===== src/rtl/gbuf_read_scheduler.sv =====
// Global-buffer read scheduler: round-robin grants of address bursts to PEs,
// issuing SRAM reads and a one-cycle-delayed PE write enable.
module gbuf_read_scheduler #(
    parameter int N                 = 5,
    parameter int ADDR_WIDTH_GLOBAL = 16,
    parameter int BURST_WIDTH       = 4,
    localparam int GW               = (N > 1) ? $clog2(N) : 1
) (
    input  logic                         clk,
    input  logic                         rst,
    input  logic                         start,
    input  logic [ADDR_WIDTH_GLOBAL-1:0] cfg_base,
    input  logic [ADDR_WIDTH_GLOBAL-1:0] cfg_last,
    input  logic [BURST_WIDTH-1:0]       cfg_burst,
    input  logic [N-1:0]                 req,
    output logic                         ren_global,
    output logic [ADDR_WIDTH_GLOBAL-1:0] r_addr,
    output logic [N-1:0]                 wen_pe,
    output logic [GW-1:0]                grant_id,
    output logic                         busy,
    output logic                         done
);

    localparam logic [2:0] S_IDLE  = 3'd0;
    localparam logic [2:0] S_ARB   = 3'd1;
    localparam logic [2:0] S_BURST = 3'd2;
    localparam logic [2:0] S_DRAIN = 3'd3;
    localparam logic [2:0] S_DONE  = 3'd4;

    logic [2:0]                   state;
    logic [ADDR_WIDTH_GLOBAL-1:0] addr;
    logic [ADDR_WIDTH_GLOBAL-1:0] last_q;
    logic [BURST_WIDTH-1:0]       burst_q;
    logic [BURST_WIDTH-1:0]       burst_cnt;
    logic                         single_q;
    logic [GW-1:0]                rr_ptr;
    logic [GW-1:0]                rr_next;
    logic [GW-1:0]                pick;
    logic                         found;
    logic [GW:0]                  idx;
    logic                         rd_fire;
    logic                         at_end;
    logic                         at_burst_end;

    // First requesting PE scanning cyclically upward from rr_ptr.
    always_comb begin
        pick  = '0;
        found = 1'b0;
        idx   = '0;
        for (int i = 0; i < N; i++) begin
            idx = {1'b0, rr_ptr} + (GW+1)'(i);
            if (idx >= (GW+1)'(N)) idx = idx - (GW+1)'(N);
            if (!found && req[idx]) begin
                found = 1'b1;
                pick  = idx[GW-1:0];
            end
        end
    end

    assign rd_fire      = (state == S_BURST) && req[grant_id];
    assign ren_global   = rd_fire;
    assign r_addr       = addr;
    assign at_end       = single_q || (addr == last_q) || (addr == '1);
    assign at_burst_end = (burst_cnt == burst_q - BURST_WIDTH'(1));
    assign rr_next      = (grant_id == GW'(N - 1)) ? '0 : grant_id + GW'(1);
    assign busy         = (state != S_IDLE);
    assign done         = (state == S_DONE);

    always_ff @(posedge clk) begin
        if (!rst) begin
            state     <= S_IDLE;
            addr      <= '0;
            last_q    <= '0;
            burst_q   <= '0;
            burst_cnt <= '0;
            single_q  <= 1'b0;
            rr_ptr    <= '0;
            grant_id  <= '0;
        end else begin
            unique case (state)
                S_IDLE: begin
                    if (start) begin
                        last_q   <= cfg_last;
                        burst_q  <= (cfg_burst == '0) ?
                                    BURST_WIDTH'(1) : cfg_burst;
                        single_q <= (cfg_last < cfg_base);
                        addr     <= cfg_base;
                        rr_ptr   <= '0;
                        state    <= S_ARB;
                    end
                end
                S_ARB: begin
                    if (found) begin
                        grant_id  <= pick;
                        burst_cnt <= '0;
                        state     <= S_BURST;
                    end
                end
                S_BURST: begin
                    // A dropped req stalls in place; the grant is kept.
                    if (req[grant_id]) begin
                        if (at_end) begin
                            rr_ptr <= rr_next;
                            state  <= S_DRAIN;
                        end else begin
                            addr <= addr + ADDR_WIDTH_GLOBAL'(1);
                            if (at_burst_end) begin
                                rr_ptr    <= rr_next;
                                burst_cnt <= '0;
                                state     <= S_ARB;
                            end else begin
                                burst_cnt <= burst_cnt + BURST_WIDTH'(1);
                            end
                        end
                    end
                end
                S_DRAIN: state <= S_DONE;
                S_DONE:  state <= S_IDLE;
                default: state <= S_IDLE;
            endcase
        end
    end

    // Delayed one cycle to line up with SRAM read data.
    always_ff @(posedge clk) begin
        if (!rst) begin
            wen_pe <= '0;
        end else begin
            wen_pe <= rd_fire ? (N'(1) << grant_id) : '0;
        end
    end

endmodule


===== config.mk =====
export PLATFORM = sky130hd
export DESIGN_NAME = gbuf_read_scheduler
export DESIGN_NICKNAME = d
export VERILOG_FILES = /design/src/rtl/gbuf_read_scheduler.sv
export SDC_FILE = /design/constraint.sdc
export NUM_CORES = 1
export LEC_CHECK = 0
export ABC_AREA = 1
export CAP_MARGIN = 30
export CORE_MARGIN = 2
export CORE_UTILIZATION = 55
export CTS_CLUSTER_SIZE = 28
export DETAILED_ROUTE_END_ITERATION = 8
export PLACE_DENSITY = 0.81
export SYNTH_ARGS = -nofsm -noshare
export SYNTH_HDL_FRONTEND = slang
export SYNTH_SLANG_ARGS = --single-unit

===== constraint.sdc =====
create_clock -name clk -period 5.9 [get_ports clk]
set_input_delay 1.18 -clock clk [delete_from_list [all_inputs] [get_ports clk]]
set_output_delay 1.18 -clock clk [all_outputs]
set_load 0.1 [all_outputs]

* After elaboration in Yosys (flattened, before gate mapping)
Cells that the tools add are included.
** Word-level totals
- Memories :: 0
- Bits in read-only memories :: 0
- Bits in registers :: 55
- Output and inout bits :: 27
- Word-level logic and storage cells :: 120
- Input port bits :: 44
- RAM bits :: 0
- Bits in latches :: 0
** Cells by class
- Shift operators :: 1
- Multipliers :: 0
- Reductions and logical operators :: 23
- Eq/ne operators :: 13
- Divide/modulo/power cells :: 0
- Add/subtract/negate cells :: 13
- Mux-type cells :: 49
- Magnitude comparators :: 12
- Bitwise gates (word level) :: 0
** Operators with widths (number)
- $mux 16 :: 3
- $mux 3 :: 15
- $mux 4 :: 10
- $pmux 16 s2 :: 1
- $lt 4x4->1 const B :: 5
- $bmux 1 s3 :: 6
- $add 16x1->16 const B :: 1
- $eq 16x16->1 :: 1
- $eq 16x16->1 const B :: 1
- $ge 4x3->1 const B :: 4
- $lt 16x16->1 :: 1
- $reduce_and 4->1 :: 4
- $sub 4x3->4 const B :: 4
- $pmux 3 s4 :: 1
- $mux 1 :: 11
- $add 3x2->4 const B :: 2
- $pmux 4 s2 :: 1
- $eq 3x2->1 const B :: 2
- $eq 3x3->1 const B :: 2
- $ne 2x2->1 const B :: 3
- $pmux 3 s2 :: 1
- $reduce_and 2->1 :: 3
- $logic_and 1x1->1 :: 5
- $shl 1x3->5 const A :: 1
- 18 further kinds :: 23

* Logic depth before layout (Yosys ltp)
Gate-level depths: netlist of the first run.
- Depth after elaboration :: 19
- Mapped depth :: 20
- Gate-level depth less buffers :: 20

* Worst setup path after synthesis of the first run
OpenSTA, ideal clock, no wires.
- Path type :: flip-flop to output port
- From :: register grant_id[0]
- To :: output ren_global
- Buffers on the path :: 0
- Data required time :: 4.720 ns
- Slack :: 2.189 ns
- Cell stages (with the launch flop) :: 8
- Data arrival time :: 2.531 ns
- Cells stage by stage :: dfxtp_1 -> inv_1 -> a21oi_1 -> o21ai_0 -> nand2_1 -> nand2_1 -> o41ai_1 -> and2_1
** Between the ends
- Word-level cells in the longest chain between the ends :: 3
** Ends and longest elaborated chain
- start: declaration :: RTL line 19 : output logic [GW-1:0] grant_id,
- start signal: assignment :: RTL line 94 : grant_id <= pick;
- $bmux 1 s3 :: RTL line 60 : assign rd_fire = (state == S_BURST) && req[grant_id];
- $mux 1 (implied by the code) :: RTL line 60
- $logic_and 1x1->1 :: RTL line 60
- end: declaration :: RTL line 16 : output logic ren_global,
Every way passes these cells. The select of a mux whose other input is x is not followed.

* Worst setup path in the final report of the first run
- From :: input req[4]
- To :: output ren_global
** Between the ends
- Word-level cells in the longest chain between the ends :: 3
** Ends and longest elaborated chain
- start: declaration :: RTL line 15 : input logic [N-1:0] req,
- $bmux 1 s3 :: RTL line 60
- $mux 1 (implied by the code) :: RTL line 60
- $logic_and 1x1->1 :: RTL line 60
Every way passes these cells. The select of a mux whose other input is x is not followed.

==> results of run 1 <==
-- per-stage QoR --
step	setup slack (ns)	cells	area, um^2	hold slack [ns]
after floorplan	2.19	641	4160	0.444
after global placement	1.97	796	4910	0.455
after detailed placement	1.92	796	4910	0.461
after CTS	1.92	804	5000	0.476
after global routing	1.74	804	5000	0.501
final	1.89	804	5000	0.472
-- per-layer routing --
layer	share of wire, %	GRT usage (%)
met1	44	36.1
met2	46	46.0
met4	2.5	10.1
met5	0	0
met3	7.2	4.32
-- cell usage in the layout, fill, tap and decap left out, types with 2 or more instances in the layout --
cell and n:
nand2_1 122, inv_1 90, clkdlybuf4s50_1 69, o21ai_0 65, nor2_1 61, a21oi_1 57
dfxtp_1 55, nand3_1 54, ha_1 28, nand4_1 18, xor2_1 17, nand2_2 9
nor3_1 8, xnor2_1 8, nand3_2 6, clkbuf_8 5, inv_2 4, nor4_1 3
nor2_2 2, nor3_4 2, nor3_2 2, a211oi_1 2, o211ai_1 2, clkinvlp_4 2
buf_4 2
-- cell type report --
class                      count  area (um^2)  area share, %
timing repair buffer          71          706           14.1
inverter                      94          353           7.05
clock buffer                   5         68.8           1.38
sequential                    55         1100           22.0
multi-input combinational    477         2630           52.6
tap                           99          124           2.48
clock inverter                 3         20.0          0.400
-- state kept, by name (all words and copies together), names as in the netlist --
| signal | cells |
|---|---|
| wen_pe | 5 |
| r_addr | 16 |
| rr_ptr | 3 |
| burst_q | 4 |
| state | 3 |
| burst_cnt | 4 |
| grant_id | 3 |
| last_q | 16 |
| single_q | 1 |
-- cell families (layout without fill, tap and decap cells) --
group | Yosys count | after routing | synth area share, %
compound gates | 132 | 132 | 16.5
xor+xnor | 27 | 27 | 6.05
buf+inv | 109 | 173 | 10.2
flops | 55 | 55 | 26.5
simple gates | 289 | 289 | 31.8
fa+ha+maj | 29 | 29 | 8.91
-- worst max-delay path, delay by kind of cell --
family          cells  cell delay [ns]
buf+inv             3             0.94
compound gates      1             0.44
simple gates        1             0.26
-- power by group through the flow --
stage	clock, mW	combinational, mW	sequential (mW)
2_1_floorplan	0	0.861	0.921
3_3_place_gp	0	1.47	0.618
3_5_place_dp	0	1.49	0.623
4_1_cts	0.214	1.50	0.616
5_1_grt	0.227	1.67	0.635
6_report	0.209	1.51	0.619
-- how the worst max path moves through the flow --
stage | to | startpoint | cells after the start
finish | ren_global | req[4] | 5
global route | ren_global | req[4] | 5
CTS | ren_global | req[4] | 5
detailed placement | ren_global | req[4] | 5
global placement | ren_global | req[2] | 9
floorplan | ren_global | grant_id[0]$_SDFFE_PN0P_ | 7
==> impl_metrics.ini, run 1 <==
[power_and_ir_drop]
p_clk_share_pct = 8.9
p_leak_nw = 2.23
switchingPower_mw = 1.35
p_seq_share_pct = 26.5
power_mw = 2.34
ir_worst_vdd_uv = 401
internal_power_mw = 0.992
switching_share_pct = 57.6
combPwrFrac_pct = 64.6
power_density_nw_per_um2 = 468

[worst_hold_path]
min_to = last_q[9]$_SDFFE_PN0P_
hold_path_depth = 2
holdCritPathClass = flip-flop to flip-flop
hold_path_startpoint = last_q[9]$_SDFFE_PN0P_

[clocking]
clkSlewWorstSetupHoldPaths_ns = 0.09
numClockSinks = 55
cts_root_buf = clkbuf_8
cts_tree = done
cts_buffer_depth = 2
htree_levels = 2
numCtsBuffers = 5
ctsHoldBuffers = 0
clock_latency_ns = 0.31
cts_setup_buffers = 0
cts_repair_resize_count = 0

[cells_and_area]
drive_above_1_share_pct = 5.53
area_delta_synth_final_pct = 20.3
antenna_cells = 0
nFillCells = 658
final_nets = 777
post-route-util_pct = 68.6

[sta]
skew_ns = 0.0107
fin_crit_sh_pct = 67.9
max_freq_mhz = 250
maxSlewViolCount = 0
rsz0062_at_grt = false
setup_tns_ns = 0
tightest_slew_ns = 1.01
period_needed_ns = 4.01
setup_viol = 0
max_slew_margin_pct = 32.5
finalHoldViolCount = 0

[critical_path]
slowest_delay_ns = 0.54
timing.rr.start = rr_ptr[0]$_SDFFE_PN0P_
cp_max_fo = 4
crit_path_start_kind = primary input
r2r_setup_slack_ns = 2.39
cp.arrival_ns = 2.83
crit_type = primary input to output pin
critical-path-slowest-cell = clkdlybuf4s50_1
reg2reg_to = burst_cnt[0]$_SDFFE_PN0P_
cp.required_ns = 4.72
end_kind = output pin
crit_chain = clkdlybuf4s50_1 > inv_1 > o41ai_1 > and2_1 > buf_4
rr_worst_depth = 15

[synth]
synth-seq-cells = 55
ys_top_cells_by_count = 122 x nand2_1, 90 x inv_1, 65 x o21ai_0, 61 x nor2_1, 57 x a21oi_1
synth_edf_count = 0
synth_top_area_cell = dfxtp_1
synth_cell_type_count = 35
synth.avg_cell_area_um2 = 6.49
syn_area_um2 = 4160
synth_nets = 714
syn_inst = 641
async_flop_share_pct = 0
synthFlopType = dfxtp_1
synth_area_leaders = dfxtp_1 26%, nand2_1 11%, ha_1 8.4%, inv_1 8.1%, o21ai_0 7.8%
synth_top_area_share_pct = 26.5
yosys_warnings = 0
synth_most_common_cell = nand2_1
seq_area_frac_synth_pct = 26.5

[floorplan]
core_area_um2 = 7290
fp.dieH_um = 90.9
num_rows = 31
start_util_pct = 57.0
die_area_um2 = 8270
dieWidth_um = 90.9
io_pins = 71

[global_route]
grt_overflow = 0
grt_pass1_vias = 4234
grt_usage_pct = 27.6
grt_max_degree = 43
grt_pass1_wl_mm = 19.1
antenna_found_initial = 0

[routing]
route.detailed.drc = 0
wirelength_mm = 11.2
vias = 4414
post_drt_wl_per_cell_um = 13.9
initialDrtViolationCount = 249
antenna_left = 0
drt_first_pass_iters = 7
avgViaCountPerCell = 5.49

[flow_run]
drv_cap = 0

[placement]
detailed_place_hpwl_mm = 8.57
place_congestion = 1.02
port_buffers = 70

[run_status]
outcome = finished, final reports clean
No activity file was read; power rests on OpenSTA's default activity.
==> run 2, diff against run 1 <==
Settings changed: CORE_UTILIZATION 55 to 49, PLACE_DENSITY 0.81 to 0.77.
Clock period 5.9 ns to 3.4 ns, I/O delays scaled along.
==> impl_metrics.ini, run 2 (synthesis gave the netlist of run 1 again) <==
[sta]
holdWs_ns = 0.479
tightest_slew_ns = 0.970
fin_crit_sh_pct = 88.1
maxSlewViolCount = 0
max_freq_mhz = 334
rsz0062_at_grt = false
max_slew_margin_pct = 35.1
setup_viol = 0
setup_tns_ns = 0
finalHoldViolCount = 0
skew_ns = 0.0123
period_needed_ns = 3.00

[clocking]
htree_levels = 2
cts_repair_resize_count = 0
ctsHoldBuffers = 0
numClockSinks = 55
numCtsBuffers = 5
cts_buffer_depth = 2
cts_tree = done
clock_latency_ns = 0.32
clkSlewWorstSetupHoldPaths_ns = 0.10
cts_setup_buffers = 0
cts_root_buf = clkbuf_8

[placement]
port_buffers = 70
detailed_place_hpwl_mm = 8.73
place_congestion = 1.01

[floorplan]
io_pins = 71
fp.dieH_um = 96.1
dieWidth_um = 96.1
die_area_um2 = 9240
num_rows = 33
start_util_pct = 50.6
core_area_um2 = 8220

[critical_path]
cp.arrival_ns = 3.24
cp_max_fo = 8
cp.required_ns = 3.64
crit_path_start_kind = flip-flop
end_kind = flip-flop
crit_type = flip-flop to flip-flop

[routing]
post_drt_wl_per_cell_um = 13.6
drt-met1-wl_mm = 4.77
wirelength_mm = 11.1
drt_first_pass_iters = 5
route.detailed.drc = 0
dr_wl_met2_mm = 5.33
avgViaCountPerCell = 5.38
initialDrtViolationCount = 237
top_layer = met4
dr_wl_met3_um = 788
antenna_left = 0
vias = 4381

[cells_and_area]
final_common_cell = nand2_1
final_nets = 782
drive_above_1_share_pct = 9.15
area_delta_synth_final_pct = 21.2
antenna_cells = 0
multi_input_area_um2 = 2630
nFillCells = 803
final_cell_mix = 122 x nand2_1, 90 x inv_1, 65 x o21ai_0, 61 x nor2_1, 57 x a21oi_1
seq_area_um2 = 1100

[global_route]
grt_max_degree = 29
grt_pass1_vias = 4056
antenna_found_initial = 0
grt_overflow = 0
grt_pass1_wl_mm = 18.2
grt_usage_pct = 24.9

[power_and_ir_drop]
p_leak_nw = 2.32
power_density_nw_per_um2 = 828
ir_worst_vdd_uv = 444

[run_status]
outcome = finished, final reports clean

[worst_hold_path]
holdCritPathClass = flip-flop to flip-flop

[flow_run]
drv_cap = 0
-- run 2: cell types whose count changed in the layout (fill, tap and decap cells not counted), sizes merged --
| cell | previous run | this run |
|---|---|---|
| bufinv | 0 | 1 |
| clkinvlp | 2 | 0 |
| buf | 2 | 28 |
| clkbuf | 5 | 6 |
| clkdlybuf4s50 | 69 | 48 |
-- run 2: cell type report --
cell class / instances / share of cell area (%)
tap: 105 / 2.61
clock inverter: 2 / 0.695
timing repair buffer: 76 / 14.0
multi-input combinational: 477 / 52.2
inverter: 94 / 7.00
sequential: 55 / 21.9
clock buffer: 6 / 1.64
-- run 2: per-stage QoR --
stage / total power, mW / instance area, um^2 / cells / setup slack (ns) / util [%]
after floorplan: 3.09 / 4160 / 641 / 0.189 / -
after global placement: 3.67 / 4920 / 807 / 0.534 / 59.9
after detailed placement: 3.70 / 4920 / 807 / 0.505 / 59.9
after CTS: 4.16 / 5040 / 815 / 0.469 / 61.3
after global routing: 4.49 / 5040 / 815 / 0.177 / 61.3
final: 4.17 / 5040 / 815 / 0.403 / 61.3
-- run 2: path summary, 6_finish.rpt --
check,cells past startpoint,slack (ns),from,end
worst max-delay path,17,0.40,rr_ptr[0]$_SDFFE_PN0P_,grant_id[1]$_SDFFE_PN0P_
worst min-delay path,2,0.48,last_q[7]$_SDFFE_PN0P_,last_q[7]$_SDFFE_PN0P_
worst max register to register,17,0.40,rr_ptr[0]$_SDFFE_PN0P_,grant_id[1]$_SDFFE_PN0P_
worst min register to register,2,0.48,last_q[7]$_SDFFE_PN0P_,last_q[7]$_SDFFE_PN0P_
-- run 2: per-layer routing --
metal / vias to the layer above / GRT usage [%]
li1: 2244 / -
met1: 1948 / 31.3
met2: 167 / 42.9
met3: 22 / 4.86
met4: 0 / 7.26
met5: - / 0
-- run 2: power by group --
| part | leakage [nW] | total, mW | internal [mW] | switching [mW] |
|---|---|---|---|---|
| clock | 0.0612 | 0.457 | 0.239 | 0.218 |
| sequential | 0.453 | 1.05 | 0.837 | 0.214 |
| combinational | 1.80 | 2.66 | 0.746 | 1.92 |
| total | 2.32 | 4.17 | 1.82 | 2.35 |
-- run 2: critical path, cell delays in order, from the launching register on --
cell,delay (ns)
dfxtp_1,0.32
inv_1,0.26
ha_1,0.20
inv_1,0.04
fa_1,0.38
inv_1,0.10
nand2_1,0.17
o21ai_0,0.40
nand3_1,0.13
nand2_1,0.07
nand2_1,0.05
nand2_1,0.17
nand4_1,0.18
nor2_1,0.13
nor2_1,0.06
nand3_1,0.08
nand2_1,0.05
a21oi_1,0.12
